===== config.mk =====
export PLATFORM = sky130hd
export DESIGN_NAME = comparador_serial_id
export DESIGN_NICKNAME = d
export VERILOG_FILES = /design/src/rtl/comparador_serial_id.sv
export SDC_FILE = /design/constraint.sdc
export NUM_CORES = 1
export LEC_CHECK = 0
export CAP_MARGIN = 20
export CORE_ASPECT_RATIO = 1.25
export CORE_MARGIN = 2
export CORE_UTILIZATION = 50
export DETAILED_ROUTE_END_ITERATION = 12
export GPL_TIMING_DRIVEN = 1
export HOLD_SLACK_MARGIN = 0.03
export PLACE_DENSITY = 0.82
export RECOVER_POWER = 50
export REMOVE_ABC_BUFFERS = 1
export SLEW_MARGIN = 25
export SYNTH_ARGS = -nofsm -noshare
export SYNTH_HDL_FRONTEND = slang
export SYNTH_SLANG_ARGS = --single-unit

===== constraint.sdc =====
create_clock -name clk -period 1.7 [get_ports clk]
set_input_delay 0.425 -clock clk [delete_from_list [all_inputs] [get_ports clk]]
set_output_delay 0.425 -clock clk [all_outputs]
set_load 0.01 [all_outputs]

===== src/rtl/comparador_serial_id.sv =====
// comparador_serial_id
//   Sequential MSB-first magnitude comparator. Two K-bit operands are captured
//   on an accepted start and examined one bit pair per clock, from the MSB down.
//   The first differing bit pair decides the result. If no pair differs, the
//   operands are equal.
//
//   State table
//     state   | meaning
//     IDLE    | waiting for start; result flags hold the last result
//     COMPARE | one bit pair examined per cycle; busy = 1
//     DONE    | single-cycle done pulse; flags are valid from this cycle
//
//   Optional build macro: COMP_EARLY_EXIT_EN
//     When defined, COMPARE ends on the first differing bit pair, or when the
//     last bit pair has been examined. When undefined, COMPARE always runs K
//     cycles. The result is the same in both builds.

module comparador_serial_id #(
    parameter int K = 8
) (
    input  logic         clk,
    input  logic         rst_n,
    input  logic         start,
    input  logic [K-1:0] a_in,
    input  logic [K-1:0] b_in,
    output logic         busy,
    output logic         done,
    output logic         mayor,
    output logic         menor,
    output logic         igual
);

    localparam int CW = (K > 1) ? $clog2(K) : 1;
    localparam logic [CW-1:0] CNT_LOAD = CW'(K - 1);

    typedef enum logic [1:0] {
        IDLE    = 2'd0,
        COMPARE = 2'd1,
        DONE    = 2'd2
    } state_t;

    state_t        state;
    logic [K-1:0]  a_sh;
    logic [K-1:0]  b_sh;
    logic [CW-1:0] cnt;
    logic          decided;

    logic          a_bit;
    logic          b_bit;
    logic          bits_differ;
    logic          first_diff;
    logic          last_bit;
    logic          finish;

    // Decode the bit pair currently at the top of the shift registers.
    always_comb begin
        a_bit       = a_sh[K-1];
        b_bit       = b_sh[K-1];
        bits_differ = a_bit ^ b_bit;
        first_diff  = bits_differ & ~decided;
        last_bit    = (cnt == '0);
`ifdef COMP_EARLY_EXIT_EN
        finish      = last_bit | first_diff;
`else
        finish      = last_bit;
`endif
    end

    // Control FSM. The datapath and the registered outputs are updated here too.
    always_ff @(posedge clk or negedge rst_n) begin
        if (!rst_n) begin
            state   <= IDLE;
            a_sh    <= '0;
            b_sh    <= '0;
            cnt     <= '0;
            decided <= 1'b0;
            busy    <= 1'b0;
            done    <= 1'b0;
            mayor   <= 1'b0;
            menor   <= 1'b0;
            igual   <= 1'b0;
        end else begin
            case (state)
                IDLE: begin
                    done <= 1'b0;
                    if (start) begin
                        a_sh    <= a_in;
                        b_sh    <= b_in;
                        cnt     <= CNT_LOAD;
                        decided <= 1'b0;
                        mayor   <= 1'b0;
                        menor   <= 1'b0;
                        igual   <= 1'b0;
                        busy    <= 1'b1;
                        state   <= COMPARE;
                    end
                end

                COMPARE: begin
                    a_sh <= {a_sh[K-2:0], 1'b0};
                    b_sh <= {b_sh[K-2:0], 1'b0};
                    // The counter stops at zero. It is reloaded on the next
                    // accept, so it never wraps.
                    if (!last_bit) begin
                        cnt <= cnt - 1'b1;
                    end
                    // Only the most significant differing pair decides the result.
                    if (first_diff) begin
                        mayor   <= a_bit;
                        menor   <= b_bit;
                        decided <= 1'b1;
                    end
                    if (finish) begin
                        if (!decided && !bits_differ) begin
                            igual <= 1'b1;
                        end
                        busy  <= 1'b0;
                        done  <= 1'b1;
                        state <= DONE;
                    end
                end

                DONE: begin
                    done  <= 1'b0;
                    busy  <= 1'b0;
                    state <= IDLE;
                end

                default: begin
                    busy  <= 1'b0;
                    done  <= 1'b0;
                    state <= IDLE;
                end
            endcase
        end
    end

    // Simulation-only sanity properties. Synthesis does not build these.
    // The result flags must be one-hot whenever done pulses.
    property p_onehot_at_done;
        @(posedge clk) disable iff (!rst_n) done |-> $onehot({mayor, menor, igual});
    endproperty
    a_onehot_at_done: assert property (p_onehot_at_done);

    // busy and done never overlap.
    property p_busy_done_excl;
        @(posedge clk) disable iff (!rst_n) !(busy && done);
    endproperty
    a_busy_done_excl: assert property (p_busy_done_excl);

    // done is a single-cycle pulse.
    property p_done_single;
        @(posedge clk) disable iff (!rst_n) done |=> !done;
    endproperty
    a_done_single: assert property (p_done_single);

endmodule


==> results of run 1 <==
==> stage by stage <==
step,power [W],setup WS (ns),util (%),TNS [ns],std cells
6_report,0.002557,0.04834,66.05,0,175
5_1_grt,0.002743,-0.006359,66.05,-0.006359,175
4_1_cts,0.002580,0.003872,65.16,0,173
3_5_place_dp,0.002300,-0.08013,63.95,-0.2477,169
3_3_place_gp,0.002193,-0.009290,63.95,-0.01126,169
2_1_floorplan,0.001844,-0.1489,-,-1.548,107
==> cell usage after synthesis <==
master      n  area (µm²)
o21ai_2     1       8.760
a2bb2oi_1   2       17.52
dfrtp_1    27       675.7
a22oi_1     1       7.510
xnor2_1     1       8.760
o21ai_0     3       15.01
nand2_1    18       67.56
a31oi_1     2       12.51
o21bai_1    2       15.01
buf_2       2       10.01
o31ai_1     1       7.510
clkbuf_1    2       7.510
nand2b_1    2       12.51
or4bb_1     1       11.26
or3b_1      1       8.760
o21ai_1    11       55.05
ha_1        2       25.02
a22o_1      2       17.52
mux2i_1    14       140.1
nor3b_1     3       22.52
inv_1       4       15.01
o311ai_1    1       8.760
nor3_1      1       5.000
buf_6       2       22.52
nor2_1      4       15.01
a21oi_1     3       15.01
==> state kept, by name, indices dropped and copies added (netlist names) <==
signal,count
a_sh,8
b_sh,8
cnt,3
state,2
busy,1
decided,1
done,1
igual,1
mayor,1
menor,1
==> repair_timing <==
item / 4_1_cts / 5_1_grt
buffers inserted: 0 / 2
hold buffers: 0 / 0
endpoints found under the hold margin: 0 / 0
resized for setup: 1 / 4
setup endpoints to repair: 1 / 7
==> path summary, 6_finish.rpt <==
path	start	end	slack [ns]	cells past startpoint
worst max-delay path	busy	busy	0.05	1
worst min-delay path	cnt[0]	cnt[0]	0.49	1
worst max register to register	cnt[0]	cnt[0]	0.21	6
worst min register to register	cnt[0]	cnt[0]	0.49	1
max in group asynchronous	rst_n	a_sh[0]	0.66	2
min in group asynchronous	rst_n	b_sh[4]	0.62	2
==> power groups by stage <==
stage	combinational [W]	sequential (W)	clock, W
final	0.00115	0.00112	0.000286
after CTS	0.00116	0.00112	0.000295
after detailed placement	0.00116	0.00114	0
after global placement	0.00108	0.00111	0
after floorplan	0.000744	0.00110	0
after global routing	0.00127	0.00116	0.000315
==> area by class of cell <==
class	count	area, µm²
fill	201	807.0
sequential	27	675.6
multi-input combinational	76	505.5
timing repair buffer	31	302.8
tap	33	41.29
clock buffer	3	22.52
inverter	4	15.01
clock inverter	1	7.507
==> metal layers <==
layer / track usage, % / wire [µm] / vias to the layer above
li1: - / - / 453
met1: 17.70 / 903 / 456
met2: 34.13 / 1300 / 17
met3: 2.778 / 65 / 6
met4: 12.65 / 74 / 0
met5: 0 / 0 / -
==> cells by family after synthesis <==
family | count (synthesis)
adders and majority gates | 2
xor gates and xnor gates | 1
and+or+nand+nor | 30
buffers and inverters | 10
muxes | 14
DFF | 27
AOI/OAI and AO/OA | 29
==> flow_metrics.tcl, run 1 <==
set metrics [dict create \
    die_w_um 48.32 \
    period_share_pct 97.16 \
    synth-compound-area-share_pct 14.68 \
    cts_root_buffer "clkbuf_4" \
    cts.sinks 27 \
    skew_ns 0.008646 \
    synthXorXnorAreaFrac_pct 0.7136 \
    min_path_type "flip-flop to flip-flop" \
    pwr-share-seq_pct 43.7 \
    synth_top_family_by_area "compound AO/OA/AOI/OAI gates" \
    layout_commonest_cell "dfrtp_1" \
    drt-initial-drc-count 5 \
    cp-end-kind "primary output" \
    cp_max_fo 2 \
    cp_data_required_time_ns 1.27 \
    numCtsBuffers 3 \
    synth_adder_area_share_pct 2.039 \
    final.min_clock_period_ns 1.652 \
    yosysWarningCount 0 \
    drive_gt1_share_pct 9.859 \
    clkSlewWorstSetupHoldPaths_ns 0.14 \
    final_nets 164 \
    grt_usage_pct 17.80 \
    grt_pass1_vias 954 \
    ys_seq_area_share_pct 55.05 \
    cts_tree "yes" \
    p_leak_nw 0.7486 \
    synth.distinct_cells 26 \
    num_rows 20 \
    setup_violations 0 \
    avgSynthCellArea_um2 10.86 \
    powerDensity_nw_per_um2 1628 \
    status "finished, final reports clean" \
    start_util_pct 51.63 \
    synthToLayoutAreaGrowth_pct 27.93 \
    drt-total-wl_um 2343 \
    worstPathArrival_ns 1.23 \
    peakVddDrop_mv 0.7856 \
    core_area_um2 2377 \
    crit_buf_inv 1 \
    crit_path_max_incr_delay_ns 0.53 \
    power.internal_w 0.001593 \
    diodes 0 \
    hold_violations 0 \
    grt_max_degree 31 \
    viasPerCell 5.326 \
    start_kind "flip-flop" \
    port_buffers 23 \
    p_clk_share_pct 11.2 \
    ant_nets 0 \
    drc 0 \
    holdWs_ns 0.4942 \
    design_area_um2 1570 \
    drv_cap 0 \
    io_pins 24 \
    wire_per_inst_um 13.39 \
    gp_congestion 0.8224 \
    maxSlewHeadroom_pct 56.94 \
    placed_cell_area_um2 1520 \
    antenna_found_initial 0 \
    path_class "flip-flop to primary output" \
    crit_family "buffers and inverters" \
    sw_frac_of_total_pct 37.68 \
    mostFrequentLayoutCells "dfrtp_1, nand2_1, clkdlybuf4s50_1, mux2i_1, o21ai_1" \
    combPwrFrac_pct 45.1 \
    synth-simple-area-share_pct 11.62 \
    synthMuxAreaShare_pct 11.42 \
    fmax_ghz 0.6055 \
    dpl.hpwl_um 1764 \
    cts_buffer_depth 2 \
    die_h_um 59.40 \
    finalMaxSlewViolations 0 \
    path_cells "clkdlybuf4s50_1" \
    ys_seq_elements 27 \
    via_count 932 \
    grt.overflow.total 0 \
    worst_path_max_delay_cell "clkdlybuf4s50_1" \
    synthCells 113 \
    grt_pass1_wl_um 3919 \
    worst_slew_pin_slew_ns 0.6459 \
    first_pass_iters 4 \
    p_switching_w 0.0009635 \
    cts_max_level 1 \
    clock_latency_ns 0.33 \
    dieArea_um2 2870 \
    synth_area_um2 1227 \
]
No activity file was read; power rests on OpenSTA's default activity.
==> run 2: changes to the inputs <==
--- a/config.mk
+++ b/config.mk
@@ -8,11 +8,11 @@
 export CAP_MARGIN = 20
 export CORE_ASPECT_RATIO = 1.25
 export CORE_MARGIN = 2
-export CORE_UTILIZATION = 50
+export CORE_UTILIZATION = 40
 export DETAILED_ROUTE_END_ITERATION = 12
 export GPL_TIMING_DRIVEN = 1
 export HOLD_SLACK_MARGIN = 0.03
-export PLACE_DENSITY = 0.82
+export PLACE_DENSITY = 0.68
 export RECOVER_POWER = 50
 export REMOVE_ABC_BUFFERS = 1
 export SLEW_MARGIN = 25
==> run 2 against run 1 <==
Effect of this change: final area increased by 0.16%; wire length decreased by 5.8%; clock-buffer cell count increased by 1; highest routed layer unchanged; non-clock buffer count decreased by 1; critical endpoint is now cnt[0]; die area increased by 23%; flip-flop and latch count unchanged; clock power decreased by 4%; cell count increased by 1.1%; sequential power about the same; utilization decreased by 13 points; worst hold slack got worse by 0.0047 ns.
==> flow_metrics.tcl, run 2 (synthesized netlist as in run 1, its figures left out) <==
set metrics [dict create \
    r2r_start "cnt[0]" \
    grt.overflow.total 0 \
    via_count 916 \
    min_path_type "flip-flop to flip-flop" \
    die_h_um 65.94 \
    final_cells 177 \
    postCtsHoldBufs 0 \
    peakVddDrop_mv 0.8151 \
    powerDensity_nw_per_um2 1600 \
    clock_latency_ns 0.33 \
    io_pins 24 \
    mostFrequentLayoutCells "dfrtp_1, nand2_1, clkdlybuf4s50_1, mux2i_1, o21ai_1" \
    grt_usage_pct 15.80 \
    dp_cells 171 \
    start_kind "flip-flop" \
    finalMaxSlewViolations 0 \
    cp_max_fo 5 \
    dieArea_um2 3530 \
    synthToLayoutAreaGrowth_pct 28.13 \
    worstPathArrival_ns 1.82 \
    cp-end-kind "flip-flop" \
    gp_congestion 0.7114 \
    fillers 288 \
    p_leak_nw 0.7605 \
    min_from "cnt[0]" \
    diodes 0 \
    crit_family "simple AND/OR/NAND/NOR gates" \
    cts_max_level 1 \
    crit_start "cnt[0]" \
    cts.sinks 27 \
    port_buffers 23 \
    grt_pass1_wl_um 4057 \
    hold_violations 0 \
    grt_pass1_vias 959 \
    viasPerCell 5.175 \
    maxSlewHeadroom_pct 56.98 \
    ant_nets 0 \
    path_cells "inv_1 > ha_1 > ha_1 > nor3b_1 > nor3_1 > a21oi_1" \
    numCtsBuffers 3 \
    drc 0 \
    antenna_found_initial 0 \
    cts_tree "yes" \
    drt-initial-drc-count 26 \
    finalPower_w 0.002517 \
    core_area_um2 2945 \
    cts_buffer_depth 2 \
    die_w_um 53.55 \
    worst_slew_pin_slew_ns 0.6453 \
    path_class "flip-flop to flip-flop" \
    skew_ns 0.009767 \
    start_util_pct 41.67 \
    crit_path_max_incr_delay_ns 0.40 \
    first_pass_iters 4 \
    placed_cell_area_um2 1529 \
    setup_violations 0 \
    design_area_um2 1573 \
    layout_commonest_cell "dfrtp_1" \
    crit_buf_inv 1 \
    final.min_clock_period_ns 1.552 \
    final_nets 163 \
    drive_gt1_share_pct 7.801 \
    clkSlewWorstSetupHoldPaths_ns 0.14 \
    cts_root_buffer "clkbuf_4" \
    period_share_pct 91.32 \
    drt-total-wl_um 2208 \
    num_rows 22 \
    wire_per_inst_um 12.47 \
    status "finished, final reports clean" \
    worst_path_max_delay_cell "nor3b_1" \
    fmax_ghz 0.6442 \
    rsz0062_at_grt "no" \
    dpl.hpwl_um 1564 \
    worst_path_most_repeated_cell "ha_1" \
    reg_top3 "a_sh: 8 flops, b_sh: 8 flops, cnt: 3 flops" \
    grt_max_degree 31 \
    drv_cap 0 \
    cp_data_required_time_ns 1.97 \
]
-- run 2: changes by cell type in the layout (fill, tap and decap cells not counted) --
cell	change
o21ai_0	+1
dlymetal6s2s_1	+1
clkdlybuf4s50_1	-1
nor3b_1	+1
nor3b_2	-1
o21ai_2	-1
buf_12	+1
clkinvlp_4	-1
buf_4	-1
-- run 2: metal layers --
layer,track usage [%],routed length (µm),up-vias
met4,7.692,56,0
li1,-,-,450
met5,0,0,-
met1,18.17,962,447
met3,2.715,74,5
met2,27.47,1115,14
-- run 2: path summary, 6_finish.rpt --
check,endpoint,slack (ns),cells past startpoint
max,cnt[0],0.15,6
max reg2reg,cnt[0],0.15,6
max in group asynchronous,b_sh[3],0.65,2
min in group asynchronous,cnt[2],0.63,2
min,cnt[0],0.49,1
min reg2reg,cnt[0],0.49,1
-- run 2: through the flow --
step | hold slack [ns] | TNS, ns | utilization [%] | worst slack (ns)
2_1_floorplan | 0.1294 | -1.548 | - | -0.1489
3_3_place_gp | 0.4598 | -0.01375 | 51.91 | -0.01014
3_5_place_dp | 0.4732 | -0.1519 | 51.91 | -0.05268
4_1_cts | 0.4456 | 0 | 53.27 | 0.01647
5_1_grt | 0.5378 | 0 | 53.40 | 0.01719
6_report | 0.4895 | 0 | 53.40 | 0.1476
-- run 2: power breakdown --
part	switching (W)	internal, W
Combinational	0.000548	0.000592
Clock	0.000181	0.0000921
Sequential	0.000184	0.000920
Total	0.000913	0.00160
-- run 2: what timing repair did --
item                       in CTS  in global routing
setup buffers                   2                  0
setup endpoints to repair       3                  4
hold endpoints to repair        0                  0
gates resized for setup         1                  4
-- run 2: final cells by class --
class                           instances  area, µm²  share of cell area (%)
Sequential cell                        27      675.6                   42.96
Multi-Input combinational cell         76      496.7                   31.58
Timing Repair Buffer                   30      314.1                   19.97
Tap cell                               36      45.04                   2.864
Clock buffer                            4      26.28                   1.671
Inverter                                4      15.01                  0.9547
-- run 2: worst reg2reg max path, stage by stage (launching register included) --
cell	delay, ns
dfrtp_1	0.39
inv_1	0.05
ha_1	0.19
ha_1	0.24
nor3b_1	0.41
nor3_1	0.09
a21oi_1	0.13
